## src/rtl/iob_rom_dp_arb.sv

```systemverilog
// Round-robin arbiter sharing one dual-port ROM among N_REQ read requesters.
// Up to two grants per cycle (port A, then port B), read data routed back one cycle later.
module iob_rom_dp_arb #(
  parameter int N_REQ  = 4,
  parameter int DATA_W = 32,
  parameter int ADDR_W = 11
) (
  input  logic                     clk,
  input  logic                     rst,
  input  logic [N_REQ-1:0]         req,
  input  logic [N_REQ*ADDR_W-1:0]  req_addr,
  output logic [N_REQ-1:0]         gnt,
  output logic [N_REQ-1:0]         rvalid,
  output logic [N_REQ*DATA_W-1:0]  rdata,
  output logic [ADDR_W-1:0]        rom_addr_a,
  output logic                     rom_r_en_a,
  input  logic [DATA_W-1:0]        rom_r_data_a,
  output logic [ADDR_W-1:0]        rom_addr_b,
  output logic                     rom_r_en_b,
  input  logic [DATA_W-1:0]        rom_r_data_b
);

  localparam int PW = $clog2(N_REQ);
  localparam logic [PW:0]   NQ    = (PW+1)'(N_REQ);
  localparam logic [PW-1:0] LASTQ = PW'(N_REQ - 1);

  // Handshake: requester i holds req[i]/addr until a cycle where req[i] & gnt[i];
  // that cycle is the transfer. Responses have no ready: rvalid[i] lasts exactly one cycle.

  logic [PW-1:0]     ptr, sel_a, sel_b;
  logic              vld_a, vld_b;
  logic [PW-1:0]     win_a, win_b, last, ptr_nxt, idx;
  logic              fnd_a, fnd_b;
  logic [PW:0]       sum;
  logic [ADDR_W-1:0] addr_arr [N_REQ];

  always_comb begin
    for (int i = 0; i < N_REQ; i++) begin
      addr_arr[i] = req_addr[i*ADDR_W +: ADDR_W];
    end
  end

  // Walk ptr, ptr+1, ... with wrap; first hit takes port A, second takes port B.
  always_comb begin
    fnd_a = 1'b0;
    fnd_b = 1'b0;
    win_a = '0;
    win_b = '0;
    sum   = '0;
    idx   = '0;
    for (int k = 0; k < N_REQ; k++) begin
      sum = {1'b0, ptr} + (PW+1)'(k);
      if (sum >= NQ) sum = sum - NQ;
      idx = sum[PW-1:0];
      if (req[idx]) begin
        if (!fnd_a) begin
          fnd_a = 1'b1;
          win_a = idx;
        end else if (!fnd_b) begin
          fnd_b = 1'b1;
          win_b = idx;
        end
      end
    end
  end

  always_comb begin
    gnt = '0;
    if (fnd_a) gnt[win_a] = 1'b1;
    if (fnd_b) gnt[win_b] = 1'b1;
  end

  assign rom_r_en_a = fnd_a;
  assign rom_r_en_b = fnd_b;
  assign rom_addr_a = fnd_a ? addr_arr[win_a] : '0;
  assign rom_addr_b = fnd_b ? addr_arr[win_b] : '0;

  assign last    = fnd_b ? win_b : win_a;
  assign ptr_nxt = (last == LASTQ) ? '0 : last + PW'(1);

  always_ff @(posedge clk or posedge rst) begin
    if (rst) begin
      ptr   <= '0;
      vld_a <= 1'b0;
      vld_b <= 1'b0;
      sel_a <= '0;
      sel_b <= '0;
    end else begin
      if (fnd_a) ptr <= ptr_nxt;
      vld_a <= fnd_a;
      vld_b <= fnd_b;
      sel_a <= win_a;
      sel_b <= win_b;
    end
  end

  // Port A has priority on the (impossible) case of both ports naming the same owner.
  always_comb begin
    rvalid = '0;
    rdata  = '0;
    for (int i = 0; i < N_REQ; i++) begin
      if (vld_a && (sel_a == PW'(i))) begin
        rvalid[i]                  = 1'b1;
        rdata[i*DATA_W +: DATA_W]  = rom_r_data_a;
      end else if (vld_b && (sel_b == PW'(i))) begin
        rvalid[i]                  = 1'b1;
        rdata[i*DATA_W +: DATA_W]  = rom_r_data_b;
      end
    end
  end

endmodule

```

## config.mk

```make
export PLATFORM = sky130hd
export DESIGN_NAME = iob_rom_dp_arb
export DESIGN_NICKNAME = d
export VERILOG_FILES = /design/src/rtl/iob_rom_dp_arb.sv
export SDC_FILE = /design/constraint.sdc
export NUM_CORES = 1
export LEC_CHECK = 0
export BUFFER_PORTS_ARGS = -buffer_cell sky130_fd_sc_hd__buf_2
export CAP_MARGIN = 20
export CORE_AREA = 5 5 104 106
export DETAILED_ROUTE_END_ITERATION = 10
export DIE_AREA = 0 0 109 111
export PLACE_DENSITY = 0.77
export SLEW_MARGIN = 40
export SYNTH_ARGS = -nofsm -noshare
export SYNTH_HDL_FRONTEND = slang
export SYNTH_SLANG_ARGS = --single-unit
export TNS_END_PERCENT = 30
```

## constraint.sdc

```tcl
create_clock -name clk -period 3.1 [get_ports clk]
set_clock_uncertainty 0.1 [all_clocks]
set_input_delay 0.465 -clock clk [delete_from_list [all_inputs] [get_ports clk]]
set_output_delay 0.465 -clock clk [all_outputs]
set_load 0.01 [all_outputs]
```

==> results.md <==
- Run status: finished with violations
- Failing checks: negative setup slack
- Reg area: 201 µm²
- Setup ws final: -0.192 ns
- Port bufs: 273
- Critical path peak fanout: 8
- CTS Buf Count: 3
- Mux share of post-synthesis cell area: 11.8%
- Pint: 2580 µW
- Capturing element type of the critical path: primary output
- Routed Antenna Nets: 0
- Initial antenna violation count: 3
- Cells after synthesis: 382
- Most frequent cell after synthesis: a22o_1
- Drt pass-1 iters: 5
- Syn. warnings: 0
- Post-Syn Area: 3150 µm²
- Iteration-0 DRC Markers: 428
- Primary FF master, synth: dfrtp_1
- Netlist cell types: 60
- Min Tclk post-route: 3.29 ns
- Largest family of logic cells by synthesized area: compound AO/OA/AOI/OAI gates
- Total GRT Usage: 24.4%
- Xor-xnor portion of the synthesized cell area: 0.556%
- Combinational share of power: 94.0%
- Async SR Flop Fraction: 100%
- Post-route core utilization: 53.8%
- CTS tree: yes
- # IOs: 274
- Worst-Skew Late Latency: 0.23 ns
- Hold WS: 0.0734 ns
- Mapped Nets: 498
- Die X: 109 µm
- Most frequent cells after synthesis: a22o_1, mux2i_1, clkbuf_1
- Largest net degree at the start of global routing: 35
- RSZ-0062 raised after global routing: true
- DR vias/cell: 6.00
- Yosys reg bits: 8
- Worst slew margin: 46.4%
- P_sw: 2840 µW
- Post-synthesis simple-gate area fraction: 13.0%
- Mapped Avg Cell Area: 8.24 µm²
- Share of cells above drive strength 1: 59.4%
- CP required: 2.53 ns
- Die area: 12100 µm²
- Core ar.: 9680 µm²
- Clk pwr share: 2.3%
- Final Hold Fails: 0
- Post-synth EDFFs: 0
- Root Driver: clkbuf_8
- Avg WL per Cell: 20.3 µm
- Top cells by area, synth: a22o_1, mux2i_1, dfrtp_1
- Count of final setup violators: 26
- Die height: 111 µm
- PD cells: 1040 nW/µm²
- WS Path Type: reg2out
- Reg power frac: 3.7%
- Area leader, netlist: a22o_1
- DRC violations left: 0
- Fmax: 304 MHz
- Dpl ws: -0.0612 ns
- Adder-Cell Fraction of Synth Area: 1.47%
- Total Routed Length: 16.1 mm
- Gr ovfl total: 0
- Hold Crit Class: in2async
- Area Overhead vs Synth: 65.6%
- Vias in the first global route: 4773
- Wire length of the first global-routing pass: 24.4 mm
- Routability cong.: 0.927
- Max VDD drop: 0.854 mV
- Compound-cell area share of the yosys netlist: 56.9%
- Yosys top cell area share: 35.6%
- NumNets Final: 775
- # rows: 36
- CTS H-tree lvls: 1
- Crit start category: flip-flop
- Net Sw Frac: 52.4%
- Data arrival, critical path: 2.73 ns
- Vias: 4757
- Slew Viols, Final: 0
- Maximum capacitance violations: 0
- Sequential area share after synthesis: 6.36%
- Period utilization: 106%
- Area occupied by multi-input gates: 2980 µm²
- Clock sink total: 8
- LEAKAGE: 0.00273 µW
- Starting Density: 32.5%
- Worst-margin pin slew: 0.803 ns
- Layout filler cell count: 886
- Dpl hpwl: 12.6 mm
- Clock Pin Slew Worst Setup and Hold Paths: 0.04 ns
- Power after layout: 5420 µW
- Longest Clk Path Bufs: 2
[power by group through the flow]
stage / clock [µW] / combinational, µW / sequential, µW
3_5_place_dp: 0 / 4500 / 199
4_1_cts: 126 / 4950 / 196
2_1_floorplan: 0 / 2960 / 175
6_report: 125 / 5100 / 198
3_3_place_gp: 0 / 4430 / 196
5_1_grt: 133 / 5430 / 205
[routing by layer]
metal	routed length (µm)	part of all wire [%]	track usage [%]
met1	5470	34	25.6
met2	8510	53	45.5
met3	1440	9.0	4.02
met4	682	4.2	12.5
met5	0	0	0
[worst max-delay path, stage by stage (launching register included)]
cell,delay (ns)
dfrtp_2,0.45
nor2b_4,0.15
or3_1,0.32
o21ai_2,0.10
ha_4,0.23
mux2i_2,0.17
o2111ai_2,0.15
a21o_1,0.22
buf_8,0.16
a221oi_4,0.33
a211oi_4,0.07
buf_2,0.15
[sequential cells by signal, indices dropped and copies added (netlist names)]
register and cells:
ptr 2, sel_a 2, sel_b 2, vld_a 1, vld_b 1
[final timing paths]
kind / startpoint / endpoint / slack, ns / cells after the start
setup / recovery: ptr[1] / rom_addr_a[5] / -0.19 / 11
hold reg to reg: ptr[0] / ptr[0] / 0.78 / 4
hold / removal: rst / sel_b[0] / 0.07 / 2
max in group asynchronous: rst / ptr[1] / 2.57 / 2
min in group clk: req[0] / vld_a / 0.78 / 4
setup reg to reg: ptr[1] / ptr[0] / 0.54 / 10
[layout by cell type (no fill, tap or decap), types with 5 or more instances in the layout]
master	count
o22ai_1	9
and2_1	11
a22o_1	128
nand2_1	14
a211oi_4	7
dfrtp_1	7
mux2i_1	35
a21oi_1	5
o22ai_2	11
buf_6	6
nor2b_1	5
nor2_1	5
buf_2	273
buf_4	38
inv_1	6
a221oi_4	7
[per-stage QoR]
step | setup TNS (ns) | instances | cell area, µm²
floorplan | -1.98 | 382 | 3250
global placement | -0.120 | 782 | 4850
detailed placement | -0.404 | 782 | 4850
CTS | -2.35 | 789 | 5150
global route | -5.40 | 793 | 5210
finish | -2.72 | 793 | 5210
[area by class of cell]
| cell class | instances | area share [%] |
|---|---|---|
| inverter | 9 | 0.912 |
| antenna | 3 | 0.144 |
| sequential | 8 | 3.86 |
| timing repair inverter | 1 | 0.216 |
| timing repair buffer | 319 | 33.6 |
| multi-input combinational | 317 | 57.2 |
| tap | 133 | 3.19 |
| clock buffer | 3 | 0.792 |
[cell families after synthesis]
kind of cell    count (synthesis)
flops                           8
xor+xnor                        2
mux                            37
buf+inv                        57
compound gates                203
fa+ha+maj                       4
simple gates                   71
[what timing repair did]
item	in CTS	in global routing
gates cloned	1	0
buffers inserted	3	1
gates resized for setup	36	11
hold buffers	0	0
setup endpoints to repair	26	26
pin swaps	6	6
Power figures use the tool's default switching activity.
